$ cat src/rtl/kbd_pkg.sv
// Shared types and constants for the PS/2 key event queue: parser states,
// scan prefix bytes, the queued event layout and read_data bit positions.
package kbd_pkg;

   typedef enum logic [1:0] {
      S_IDLE    = 2'd0,
      S_EXT     = 2'd1,
      S_BRK     = 2'd2,
      S_EXT_BRK = 2'd3
   } parse_state_t;

   localparam logic [7:0] PS2_EXT = 8'hE0;
   localparam logic [7:0] PS2_BRK = 8'hF0;

   typedef struct packed {
      logic       brk;
      logic       ext;
      logic [7:0] code;
   } kbd_event_t;

   localparam int EV_W = $bits(kbd_event_t);

   localparam int RD_CODE_LSB  = 0;
   localparam int RD_EXT_BIT   = 8;
   localparam int RD_BRK_BIT   = 9;
   localparam int RD_VALID_BIT = 10;
   localparam int RD_OVF_BIT   = 11;

endpackage

$ cat src/rtl/ps2_key_event_queue_sync_fifo.sv
// Synchronous FIFO with a registered head word (zero when empty) and a sticky
// overflow flag; a push while full is accepted when a pop happens in the same cycle.
module sync_fifo #(
   parameter  int DATA_W = 10,
   parameter  int DEPTH  = 8,
   localparam int AW     = $clog2(DEPTH)
) (
   input  logic              clk,
   input  logic              reset,
   input  logic              push,
   input  logic              pop,
   input  logic              clr_ovf,
   input  logic [DATA_W-1:0] data_in,
   output logic [DATA_W-1:0] head,
   output logic              nonempty,
   output logic              overflow
);

   localparam logic [AW:0] FULL_CNT = (AW+1)'(DEPTH);

   logic [DATA_W-1:0] mem [DEPTH];
   logic [AW-1:0]     wr_ptr, rd_ptr, wr_ptr_nxt, rd_ptr_nxt;
   logic [AW:0]       count, count_nxt;
   logic [DATA_W-1:0] head_nxt;
   logic              full, do_push, do_pop, ovf_set;

   always_comb begin
      full       = (count == FULL_CNT);
      do_pop     = pop && (count != '0);
      do_push    = push && (!full || do_pop);
      ovf_set    = push && !do_push;
      rd_ptr_nxt = do_pop  ? rd_ptr + 1'b1 : rd_ptr;
      wr_ptr_nxt = do_push ? wr_ptr + 1'b1 : wr_ptr;
      unique case ({do_push, do_pop})
         2'b10:   count_nxt = count + 1'b1;
         2'b01:   count_nxt = count - 1'b1;
         default: count_nxt = count;
      endcase
      // The slot about to become head may be the one being written this cycle.
      if (count_nxt == '0)
         head_nxt = '0;
      else if (do_push && (rd_ptr_nxt == wr_ptr))
         head_nxt = data_in;
      else
         head_nxt = mem[rd_ptr_nxt];
   end

   always_ff @(posedge clk) begin
      if (do_push)
         mem[wr_ptr] <= data_in;
   end

   always_ff @(posedge clk) begin
      if (reset) begin
         wr_ptr   <= '0;
         rd_ptr   <= '0;
         count    <= '0;
         head     <= '0;
         nonempty <= 1'b0;
         overflow <= 1'b0;
      end else begin
         wr_ptr   <= wr_ptr_nxt;
         rd_ptr   <= rd_ptr_nxt;
         count    <= count_nxt;
         head     <= head_nxt;
         nonempty <= (count_nxt != '0);
         if (ovf_set)
            overflow <= 1'b1;
         else if (clr_ovf)
            overflow <= 1'b0;
      end
   end

endmodule

$ cat src/rtl/ps2_key_event_queue.sv
// PS/2 set-2 scan byte parser feeding an event FIFO read by the CPU as a 32-bit word.
// Optional typematic repeat suppression is built when KBD_REPEAT_FILTER_EN is defined.
module ps2_key_event_queue
   import kbd_pkg::*;
#(
   parameter int DEPTH = 8
) (
   input  logic        clk,
   input  logic        reset,
   input  logic [7:0]  scan_code,
   input  logic        scan_valid,
   input  logic        rd_en,
   output logic [31:0] read_data,
   output logic        irq_pending
);

   parse_state_t state, state_nxt;
   kbd_event_t   ev, head;
   logic         ev_push, fifo_push;
   logic         nonempty, overflow;
   logic [EV_W-1:0] head_raw;

   always_ff @(posedge clk) begin
      if (reset)
         state <= S_IDLE;
      else
         state <= state_nxt;
   end

   always_comb begin
      state_nxt = state;
      if (scan_valid) begin
         unique case (state)
            S_IDLE: begin
               if (scan_code == PS2_EXT)      state_nxt = S_EXT;
               else if (scan_code == PS2_BRK) state_nxt = S_BRK;
            end
            S_EXT: begin
               if (scan_code == PS2_BRK)      state_nxt = S_EXT_BRK;
               else if (scan_code != PS2_EXT) state_nxt = S_IDLE;
            end
            S_BRK: begin
               if (scan_code == PS2_EXT)      state_nxt = S_EXT_BRK;
               else if (scan_code != PS2_BRK) state_nxt = S_IDLE;
            end
            S_EXT_BRK: begin
               if (scan_code != PS2_EXT && scan_code != PS2_BRK) state_nxt = S_IDLE;
            end
            default: state_nxt = S_IDLE;
         endcase
      end
   end

   // Any non-prefix byte terminates the sequence; the state so far supplies ext/brk.
   always_comb begin
      ev      = '0;
      ev_push = 1'b0;
      if (scan_valid && scan_code != PS2_EXT && scan_code != PS2_BRK) begin
         ev_push = 1'b1;
         ev.code = scan_code;
         ev.ext  = (state == S_EXT) || (state == S_EXT_BRK);
         ev.brk  = (state == S_BRK) || (state == S_EXT_BRK);
      end
   end

`ifdef KBD_REPEAT_FILTER_EN
   logic [8:0] last_make;
   logic       last_vld, last_hit;

   always_comb begin
      last_hit  = last_vld && ({ev.ext, ev.code} == last_make);
      fifo_push = ev_push && !(last_hit && !ev.brk);
   end

   always_ff @(posedge clk) begin
      if (reset) begin
         last_vld <= 1'b0;
      end else if (fifo_push && !ev.brk) begin
         last_make <= {ev.ext, ev.code};
         last_vld  <= 1'b1;
      end else if (ev_push && ev.brk && last_hit) begin
         last_vld <= 1'b0;
      end
   end
`else
   always_comb fifo_push = ev_push;
`endif

   sync_fifo #(
      .DATA_W (EV_W),
      .DEPTH  (DEPTH)
   ) u_fifo (
      .clk      (clk),
      .reset    (reset),
      .push     (fifo_push),
      .pop      (rd_en),
      .clr_ovf  (rd_en),
      .data_in  (ev),
      .head     (head_raw),
      .nonempty (nonempty),
      .overflow (overflow)
   );

   always_comb begin
      head                           = kbd_event_t'(head_raw);
      read_data                      = '0;
      read_data[RD_CODE_LSB +: 8]    = head.code;
      read_data[RD_EXT_BIT]          = head.ext;
      read_data[RD_BRK_BIT]          = head.brk;
      read_data[RD_VALID_BIT]        = nonempty;
      read_data[RD_OVF_BIT]          = overflow;
      irq_pending                    = nonempty;
   end

endmodule

$ cat config.mk
export PLATFORM = sky130hd
export DESIGN_NAME = ps2_key_event_queue
export DESIGN_NICKNAME = d
export VERILOG_FILES = /design/src/rtl/kbd_pkg.sv /design/src/rtl/ps2_key_event_queue_sync_fifo.sv /design/src/rtl/ps2_key_event_queue.sv
export SDC_FILE = /design/constraint.sdc
export NUM_CORES = 1
export LEC_CHECK = 0
export CAP_MARGIN = 20
export CORE_ASPECT_RATIO = 1.2
export CORE_MARGIN = 3
export CORE_UTILIZATION = 62
export DETAILED_ROUTE_END_ITERATION = 7
export PLACE_DENSITY = 0.88
export SYNTH_ARGS = -nofsm -noshare
export SYNTH_HDL_FRONTEND = slang
export SYNTH_SLANG_ARGS = --single-unit
$ cat constraint.sdc
create_clock -name clk -period 5.3 [get_ports clk]
set_input_delay 0.795 -clock clk [delete_from_list [all_inputs] [get_ports clk]]
set_output_delay 0.795 -clock clk [all_outputs]
set_load 0.03 [all_outputs]
# Word level (Yosys, flattened, before mapping)
# Memories as Yosys holds them, arrays and structs flattened. A register that Yosys moved wholly into a read port is not among the register bits.
# Index checks and enable logic that the tools add are counted.
[op_classes] n_reduce_logical=18 addsub=4 eq_ne=14 mux=16
[op_table] operator="equality test 8 bit (second input constant)" n=2
[op_table] operator="!= test 8 bit (second input constant)" n=2
[op_table] operator="2-to-1 mux 2 bit" n=7
[op_table] operator="2-to-1 mux 10 bit" n=1
[op_table] operator="!= test 3 bit (second input constant)" n=3
[op_table] operator="one-hot mux 2 bit (4 select lines)" n=1
[op_table] operator="one-hot mux 4 bit (2 select lines)" n=1
[op_table] operator="nonzero test 4 bit" n=2
[op_table] operator="adder 3 x 1 -> 3 bit (second input constant)" n=2
[op_table] operator="equality test 2 bit (second input constant)" n=3
[op_table] operator="logical AND 1 bit" n=6
[op_table] operator="2-to-1 mux 1 bit" n=5
[op_table] operator="AND reduction 5 bit" n=1
[op_table] operator="adder 4 x 1 -> 4 bit (second input constant)" n=1
[op_table] operator="equality test 2 x 1 -> 1 bit (second input constant)" n=2
[op_table] operator="equality test 4 bit (second input constant)" n=1
[op_table] operator="zero test 4 bit" n=1
[op_table] operator="subtractor 4 x 1 -> 4 bit (second input constant)" n=1
[op_table] operator="logical OR 1 bit" n=3
[op_table] operator="2-to-1 mux 3 bit" n=1
[op_table] operator="zero test 1 bit" n=2
[op_table] operator="zero test 2 bit" n=1
[op_table] operator="!= test 2 bit (second input constant)" n=1
[op_table] operator="nonzero test 2 bit" n=1
[op_table] operator="OR reduction 2 bit" n=1
[totals] output_inout_bits=33 word_cells=59 mem_bits_rw=80 mem_count=1 ff_bits=14
[mem_list] name="u_fifo.mem" words=8 word_bits=10 rd=1 rd_clocked_by_memory_dff=1 write_ports=1 line_no="ps2_key_event_queue_sync_fifo.sv:21" rtl="logic [DATA_W-1:0] mem [DEPTH];"

# Depth between registers and ports, before layout
# Gate-level depths: netlist of the first run.
[depth] ltp_word=9 ltp_mapped=12 depth_no_buf=11

# Modules after synthesis
# A second synthesis of the first run with hierarchy kept.
[hier_totals] cells_unflattened=415 hier_area_um2=5381.4
[by_module_without_submodules] module="sync_fifo" seq_area_each_um2=2842.7 n_inst=1 area_per_inst_um2=5041.1 cells_each=371
[by_module_without_submodules] module="ps2_key_event_queue" seq_area_each_um2=40.0 n_inst=1 area_per_inst_um2=340.3 cells_each=44

# Least setup slack after synthesis of the first run
# OpenSTA, ideal clock, no wires.
[synth_timing] kind="input to register" start="input port scan_code[3]" end="register u_fifo.head[0] (read register of u_fifo.mem)" path_stages=12 n_path_buf=1 required_time_ns=5.230 slack_ns=2.096 arrival_time_ns=3.134 cell_sequence="nand4b_1 > o41ai_2 > nand2_1 > inv_1 > ha_1 > a21o_1 > a21oi_4 > xor2_1 > o32ai_1 > a221o_1 > buf_2 > a21oi_1"
[synth_via] elab_chain_len=9 elab_cells_between_ends=11
[synth_lines] item="start, declared" line_no="ps2_key_event_queue.sv:10" rtl="input logic [7:0] scan_code,"
[synth_lines] item="!= test 8 bit" line_no="ps2_key_event_queue.sv:58" rtl="if (scan_valid && scan_code != PS2_EXT && scan_code != PS2_BRK) begin"
[synth_lines] item="logical AND 1 bit" line_no="ps2_key_event_queue.sv:58"
[synth_lines] item="logical AND 1 bit (*)" line_no="ps2_key_event_queue.sv:58"
[synth_lines] item="2-to-1 mux 1 bit (*)" line_no="ps2_key_event_queue.sv:58"
[synth_lines] item="logical AND 1 bit (*)" line_no="ps2_key_event_queue_sync_fifo.sv:30" rtl="do_push = push && (!full || do_pop);"
[synth_lines] item="equality test 2 x 1 -> 1 bit or equality test 2 bit (tied branches)" line_no="ps2_key_event_queue_sync_fifo.sv:34" rtl="unique case ({do_push, do_pop})"
[synth_lines] item="one-hot mux 4 bit (2 select lines) (*)" line_no="ps2_key_event_queue_sync_fifo.sv:34"
[synth_lines] item="zero test 4 bit (*)" line_no="ps2_key_event_queue_sync_fifo.sv:40" rtl="if (count_nxt == '0)"
[synth_lines] item="OR reduction 2 bit (no line) (*)"
[synth_lines] item="end, declared" line_no="ps2_key_event_queue_sync_fifo.sv:14" rtl="output logic [DATA_W-1:0] head,"
# Mark *: on every way between the ends. The rest lies on a longest branch, timed or not.
# A chain may end at the register's enable or synchronous reset.

# Final worst setup path of the first run
[layout_timing] start="input port scan_code[3]" end="register u_fifo.head[9] (read register of u_fifo.mem)"
# Same word-level chain as after synthesis.

==> summary by stage, run 1 <==
Drt
After detailed routing, the number of vias per cell comes to about 6.5. The first routing iteration left approximately 290 violations. The detail route stage leaves a number of antenna-violating nets equal to 0. The number of DRC violations after detailed routing is 0. The average routed wire per standard cell is approximately 22 um. Summing over every cut layer, the via total after detailed routing is 3,286.

Wires add up to around 11,000 um. The number of optimization iterations in the first detailed-route pass is 5.

STA
The worst pin sits at a relative slew slack of between 20% and 30%. The worst path in the final design needs a cycle of 3.83 ns, including I/O delays and setup. Based on the critical path, the design can be clocked at up to between 200 and 300 MHz. The total of endpoints with negative setup slack in the final report is 0. Setup total negative slack on the finished layout was measured at 0 ns. The final hold violation count is 0. Of the available clock period, the critical path in the final layout requires between 70% and 80%. The number of max-slew violations in the final report came to 0. Setup repair after global routing left no endpoint under its margin. For the final database, setup skew stands at roughly 0.0096 ns. The pin slew with the least headroom to its limit is about 1.1 ns.

Yosys
The combined area of all synthesized cells is 0.00517 sq mm. After synthesis, the share of flip-flops with an asynchronous set or reset is 0%. The Yosys step of the flow raised 0 warnings. The cell with the most instances after synthesis is sky130_fd_sc_hd__edfxtp_1. The main flop type after synthesis is sky130_fd_sc_hd__edfxtp_1.

Ranked by total cell area, the synthesized netlist is headed by sky130_fd_sc_hd__edfxtp_1 (46%), sky130_fd_sc_hd__dfxtp_1 (9.3%), sky130_fd_sc_hd__mux4_2 (8.7%). The number of flops mapped to enable cells by yosys is 80. The fraction of synthesized cell area taken by the top area cell type is about 46%. The number of different library cells used by synthesis comes to 43. Summed over all instances, the cell type with the most area after synthesis is sky130_fd_sc_hd__edfxtp_1. The count of state elements after synthesis is between 100 and 150.

In the synthesized netlist, the cells that appear most often are sky130_fd_sc_hd__edfxtp_1 (80), sky130_fd_sc_hd__mux2i_1 (43), sky130_fd_sc_hd__a21oi_1 (24), sky130_fd_sc_hd__dfxtp_1 (24), sky130_fd_sc_hd__buf_4 (23). Synthesis handed over a netlist of 386 instances. The average instance in the mapped netlist occupies approximately 13 sq um. The proportion of synthesized chip area in sequential cells is a little under three fifths.

Clocking
In this run the deepest clock path goes through 2 buffers. The root buffer cell chosen for the clock tree is sky130_fd_sc_hd__clkbuf_8. The number of instances resized during post-cts repair is 0. The total number of clock tree sinks is around 100. After clock tree synthesis, the clock-pin slew on the worst setup and hold paths is around 0.10 ns. The clock reaches the later pin of the worst-skew pair after ~0.37 ns. The number of buffers inserted by hold repair at cts is 0. The TritonCTS buffer count is 9. In this run the post-CTS setup repair buffer count came out at 0. The TritonCTS clock tree is yes. The H-tree was split into 3 levels.

Worst setup path
The reg-to-reg startpoint is u_fifo.rd_ptr[0]. Along the worst path, the maximum fanout reaches 11. The critical path in this run is classified as input pin to flip-flop. The worst setup path is captured at a flip-flop. The worst setup path is launched from an input pin. Setup slack on the worst reg-to-reg path comes out at a little over 2 ns. The critical path's largest stage delay is around 0.64 ns. The end of the worst register-to-register path is u_fifo.head[1].

Walking the worst path, the cells encountered are clkdlybuf4s50_1 -> nand4b_1 -> o41ai_2 -> nand2_1 -> inv_1 -> ha_1 -> a21o_1 -> a21oi_4 -> xor2_1 -> o32ai_1 -> a221o_1 -> a21oi_1. The cell depth of the worst flop-to-flop path is 7. The cell with the largest stage delay on the worst path is sky130_fd_sc_hd__o41ai_2. For the worst setup path, the data required time is ~5.6 ns.

The critical path data arrival time is around 4.1 ns.

Global route
The first global-routing pass estimated approximately 17,000 um of wire. The pin count of the biggest net entering global routing is 29. The initial antenna violation count is 0. The number of global-route vias before repair was ~3,300.

The remaining global-route overflow is 0. The overall global routing resource usage is between 20% and 30%.

Layout
The layout overhead on the synthesized area is 8.76%. Cells with a size suffix above 1 make up 14.4% of the layout. The repair_antennas step left the layout with diodes totalling 0. At the end of the flow, the number of nets in the layout was 422. The final standard cell area without fillers is 0.00562 sq mm.

Pwr
The internal power of the cells totals between 1.5 and 2 mW. The power density over cell area is between 400 and 500 mW/mm^2. Combinational logic burns between 40% and 50% of the power. Of the total power, the share spent switching nets is a little under two fifths. The fraction of power consumed by sequential logic is 38.4%. The power dissipated by switching net loads is between 1 and 1.5 mW. The clock group share of total power is between 10% and 20%. The static leakage is about 1.9 nW. The worst-case IR drop observed on VDD is ~330 uV.

Die
The effective utilization at floorplan is around two thirds. The number of placed I/O pins is between 40 and 50. The region available for standard cell placement spans around 0.008 sq mm. The floorplan has 35 rows. From left edge to right edge, the die measures slightly below 90 um. The die is about 110 um tall. The die footprint is around 0.0095 sq mm.

Min path
The source of the worst hold timing path is state[1]. The worst hold path passes through 2 cells. The path class of the tightest hold or removal check is flip-flop to flip-flop. The worst-case hold path end point is state[1].

Placement
Detailed placement ended at an HPWL of between 6000 and 7000 um. The post-detailed-placement cell area is around 0.0054 sq mm. At the end of routability-driven placement, the weighted congestion stood at between 0.7 and 0.8. The number of buffers inserted by port buffering is 24.

Run
The tool flagged a number of max-cap violations equal to 0.

Outcome
The flow ran to the end, and the final reports show no timing, DRC or antenna violations.
## placed cells by master, fill, tap and decap left out, types with 2 or more instances in the layout
cell type and n:
sky130_fd_sc_hd__conb_1 20, sky130_fd_sc_hd__o22ai_1 20, sky130_fd_sc_hd__and2_1 10, sky130_fd_sc_hd__nand4b_1 2, sky130_fd_sc_hd__inv_1 5, sky130_fd_sc_hd__nand2b_1 3
sky130_fd_sc_hd__xor2_1 5, sky130_fd_sc_hd__ha_1 3, sky130_fd_sc_hd__clkdlybuf4s50_1 24, sky130_fd_sc_hd__mux4_2 20, sky130_fd_sc_hd__dfxtp_1 24, sky130_fd_sc_hd__a211o_1 10
sky130_fd_sc_hd__o21ai_1 2, sky130_fd_sc_hd__buf_4 13, sky130_fd_sc_hd__inv_2 2, sky130_fd_sc_hd__nor2_1 12, sky130_fd_sc_hd__bufinv_16 2, sky130_fd_sc_hd__inv_6 2
sky130_fd_sc_hd__a21oi_1 24, sky130_fd_sc_hd__xnor2_1 6, sky130_fd_sc_hd__clkbuf_8 9, sky130_fd_sc_hd__mux2i_1 43, sky130_fd_sc_hd__edfxtp_1 80, sky130_fd_sc_hd__a31oi_1 4
sky130_fd_sc_hd__nand3_1 2, sky130_fd_sc_hd__nand2_1 21, sky130_fd_sc_hd__nor3_1 10, sky130_fd_sc_hd__a211oi_1 11
## final cells by class
class / instances / area (sq um)
Sequential cell: 104 / 2880
Inverter: 7 / 26.3
Clock buffer: 9 / 124
Multi-Input combinational cell: 245 / 2040
Timing Repair Buffer: 38 / 343
Clock inverter: 7 / 93.8
Tap cell: 92 / 115
Fill cell: 494 / 2260
## power by group through the flow
| stage | clock network, mW | logic (mW) | registers [mW] |
|---|---|---|---|
| 6_report | 0.542 | 1.17 | 1.07 |
| 5_1_grt | 0.579 | 1.24 | 1.08 |
| 4_1_cts | 0.543 | 1.16 | 1.07 |
| 3_5_place_dp | 0 | 1.15 | 1.08 |
| 3_3_place_gp | 0 | 1.12 | 1.08 |
| 2_1_floorplan | 0 | 0.866 | 1.11 |
## worst max path at each step
stage / startpoint / endpoint
finish: scan_code[3] / u_fifo.head[9]
global route: scan_code[3] / u_fifo.head[9]
CTS: scan_code[7] / u_fifo.head[9]
detailed placement: scan_code[7] / u_fifo.head[9]
global placement: scan_code[3] / u_fifo.head[6]
floorplan: scan_code[3] / u_fifo.head[0]
## per-stage QoR
step	hold WS, ns	power [mW]	instances	utilization [%]	worst slack, ns
global route	0.561	2.90	502	71.3	1.21
detailed placement	0.504	2.24	485	68.5	1.18
global placement	0.490	2.19	484	68.4	1.38
finish	0.521	2.78	502	71.3	1.47
CTS	0.521	2.77	501	71.2	1.49
floorplan	0.478	1.98	405	-	2.10
## worst max-delay path: cells and delay by family
kind	cells	cell delay [ns]
AOI/OAI and AO/OA	6	1.95
buffers and inverters	2	0.55
and+or+nand+nor	2	0.44
adders and majority gates	1	0.23
xor gates and xnor gates	1	0.16
## layer usage
metal / vias up / GRT usage, % / share of wire, %
met1: 1621 / 32.6 / 39
met3: 32 / 2.64 / 6.0
met5: - / 0 / 0
met2: 149 / 40.6 / 52
li1: 1484 / - / -
met4: 0 / 10.3 / 2.8
## registers in the layout (all words and copies together), names as in the netlist
signal / count
u_fifo.mem: 80
u_fifo.head: 10
u_fifo.count: 4
u_fifo.rd_ptr: 3
u_fifo.wr_ptr: 3
state: 2
u_fifo.nonempty: 1
u_fifo.overflow: 1
## kinds of logic (layout without fill, tap and decap cells)
logic type / Yosys count / after routing / synth area share (%)
compound gates: 81 / 81 / 11.4
xor+xnor: 11 / 11 / 1.86
fa+ha+maj: 5 / 5 / 1.36
buf+inv: 56 / 61 / 6.37
flops: 104 / 104 / 55.8
mux: 63 / 63 / 17.0
other cells: 1 / 20 / 0.0726
simple gates: 65 / 65 / 6.10
(Power assumes the default switching activity.)
==> run 2: changes to the inputs <==
Settings changed: CORE_UTILIZATION 62 to 52, PLACE_DENSITY 0.88 to 0.79.
Clock period 5.3 ns to 3.5 ns, I/O delays scaled along.
==> summary by stage, run 2 (synthesis results as in run 1) <==
Clocking
The maximum clock insertion buffer count is 2 (unchanged). The source-to-sink clock delay at the later pin of the worst-skew pair is 0.34 ns (-0.03 ns). The total number of clock tree sinks is 104 (unchanged).

The number of instances resized during post-cts repair is 0 (unchanged). The TritonCTS buffer count is 9 (unchanged). The number of buffers inserted by hold repair at cts was 0 (unchanged).

The cell at the root of the clock tree is sky130_fd_sc_hd__clkbuf_16. The clock-pin slew on the worst setup and hold paths is 0.07 ns (-0.03 ns). The buffer count from post-CTS setup fixing came to 0 (unchanged). TritonCTS built the clock tree. The total number of H-tree levels is 3 (unchanged).

Die
The number of placement rows is 39 (+11%). The core area is 0.00961 sq mm (+22%). The number of placed I/O pins was 45 (unchanged). The die span in y came to 115 um (+8.7%). The die footprint is 0.0112 sq mm (+18%). The effective utilization at floorplan is 53.8% (-12 points). The die width came to 97.0 um (+8.6%).

Worst setup path
The worst setup path is of the input pin to flip-flop kind. The register-to-register setup slack was 0.47 ns (-1.55 ns). The critical path data arrival time is 3.40 ns (-0.73 ns). The worst-path maximum fanout is 11 (unchanged). The type of element launching the critical path is an input pin. The worst setup path is captured at a flip-flop. The required time at the endpoint of the critical path is 3.76 ns (-1.83 ns).

Layout
The count of placed standard cells in the final layout, fillers left out is 538 (+7.2%). Relative to the synthesized area, the layout overhead comes to 11.9%. The filler cell count in the final layout is 713 (+44%). The count of inserted antenna diode cells is 0 (unchanged). The largest registers in the layout are u_fifo.mem: 80 flops, u_fifo.head: 10 flops, u_fifo.count: 4 flops. The register with the most flip-flops in the final layout is u_fifo.mem.

The fraction of layout cells with a size suffix above 1 is 15.4% (+1.0 points). In the layout the commonest cells are sky130_fd_sc_hd__edfxtp_1 (80), sky130_fd_sc_hd__mux2i_1 (43), sky130_fd_sc_hd__a21oi_1 (24), sky130_fd_sc_hd__clkdlybuf4s50_1 (24), sky130_fd_sc_hd__dfxtp_1 (24). The library cell used most frequently in the layout, excluding fill and tap cells, is sky130_fd_sc_hd__edfxtp_1. The total number of nets in the final design is 427 (+1.2%).

The area of the multi-input gates was 0.00204 sq mm (unchanged). The footprint of the flip-flops and latches was 0.00288 sq mm (unchanged). The number of flip-flops in the largest register is 80 (unchanged).

Pwr
The peak supply drop came to 548 uV (+65%). The static leakage is 1.96 nW (+3.4%). The power density over cell area is 761 mW/mm^2 (+54%).

Drt
The average routed wire per standard cell is 20.8 um (-6.0%). The post-route met1 wirelength is 4400 um (+0.30%). The number of vias after detailed routing is 3,303 (+0.52%). The uppermost layer routed is met4.

The routed wire length on met2 was 5910 um (+3.1%). The final antenna-violating net count is 0 (unchanged). The initial detailed-routing violation count came to 237 (-17%). The number of DRC violations after detailed routing is 0 (unchanged). The length of routed met3 wiring is 720 um (+7.6%). The number of optimization iterations in the first detailed-route pass was 4 (-1). The routed via count divided by cell count came to 6.14 (-6.2%). The overall routed net length came to 11,200 um (+0.70%).

STA
The worst clock skew came to 0.00847 ns (-0.00112 ns). The relative slew slack came to 32.9% (+4.0 points). Counting I/O delays and the setup requirement, the final critical path takes around 3.1 ns. The final worst slack is 0.357 ns (-1.11 ns).

The highest attainable clock frequency is between 300 and 400 MHz. The worst path uses between 80% and 90% of the clock period. The total negative setup slack is 0 ns (unchanged).

Setup repair after global routing left no endpoint under its margin. The total of endpoints with negative setup slack in the final report came to 0 (unchanged). The final hold violation count is 0 (unchanged). The worst hold-check slack was 0.513 ns (-0.00801 ns). The number of max-slew violations in the final report is 0 (unchanged).

The pin slew with the least headroom to its limit came to 1.01 ns (-0.0585 ns).

Global route
The number of global-route vias before repair is 3,333 (+0.51%). The first-pass GRT wire length is 17,700 um (+4.0%). The pin count of the biggest net entering global routing is 23 (-21%). The remaining global-route overflow is 0 (unchanged). The initial antenna violation count came to 0 (unchanged). The overall global routing resource usage is 20.8% (-3.8 points).

Placement
The pre-CTS worst setup slack is 0.00997 ns (-1.17 ns). The placed wire-length estimate after detailed placement is 7080 um (+1.3%). The number of buffers inserted by port buffering is 24 (unchanged). The final weighted congestion of routability-driven global placement came to 0.823 (+5.4%). The number of cells after detailed placement was 522 (+7.6%).

Min path
The worst hold path class is flip-flop to flip-flop.

Run
The number of max-cap violations is 0 (unchanged).

Outcome
The flow ran to the end, and the final reports show no timing, DRC or antenna violations.
## run 2: changes by cell type in the layout (fill, tap and decap cells not counted)
cell,change
sky130_fd_sc_hd__buf_2,-1
sky130_fd_sc_hd__buf_4,+6
sky130_fd_sc_hd__bufinv_16,-1
sky130_fd_sc_hd__clkbuf_16,+9
sky130_fd_sc_hd__clkbuf_8,-9
sky130_fd_sc_hd__clkinv_2,-1
sky130_fd_sc_hd__clkinv_4,+2
sky130_fd_sc_hd__clkinvlp_4,-1
sky130_fd_sc_hd__inv_6,+1
## run 2: final timing paths
path,to,from,cells past startpoint
hold / removal,state[0],state[0],2
hold reg to reg,state[0],state[0],2
setup reg to reg,u_fifo.head[5],u_fifo.count[3],10
setup / recovery,u_fifo.head[5],scan_code[7],12
## run 2: critical path, stage by stage
cell	delay [ns]
sky130_fd_sc_hd__clkdlybuf4s50_1	0.48
sky130_fd_sc_hd__nand4b_1	0.15
sky130_fd_sc_hd__o41ai_2	0.30
sky130_fd_sc_hd__nand2_1	0.16
sky130_fd_sc_hd__inv_1	0.10
sky130_fd_sc_hd__ha_1	0.23
sky130_fd_sc_hd__a21o_1	0.18
sky130_fd_sc_hd__a21oi_4	0.20
sky130_fd_sc_hd__xor2_1	0.16
sky130_fd_sc_hd__o32ai_1	0.09
sky130_fd_sc_hd__a221o_1	0.59
sky130_fd_sc_hd__a21oi_1	0.22
## run 2: routing by layer
layer,up-vias,global-route usage [%]
met2,130,37.7
li1,1500,-
met1,1657,25.2
met4,0,5.90
met5,-,0
met3,16,4.37
## run 2: final cells by class
cell class | instances | area share [%]
clock inverters | 7 | 1.34
multi-input cells | 245 | 35.2
well taps | 123 | 2.66
repair buffers | 43 | 6.62
inverters | 7 | 0.454
clock buffers | 9 | 3.89
flip-flops and latches | 104 | 49.8
## run 2: per-stage QoR
| stage | util, % | area [sq um] | power (mW) |
|---|---|---|---|
| 2_1_floorplan | - | 5240 | 2.99 |
| 3_3_place_gp | 57.0 | 5480 | 3.36 |
| 3_5_place_dp | 57.0 | 5480 | 3.42 |
| 4_1_cts | 60.2 | 5790 | 4.42 |
| 5_1_grt | 60.2 | 5790 | 4.62 |
| 6_report | 60.2 | 5790 | 4.40 |
## run 2: power breakdown
part	leakage [nW]	internal [mW]	total, mW	switching, mW
Combinational	0.875	0.793	1.83	1.04
Clock	0.148	0.562	1.00	0.442
Sequential	0.937	1.46	1.57	0.106
Total	1.96	2.82	4.40	1.59
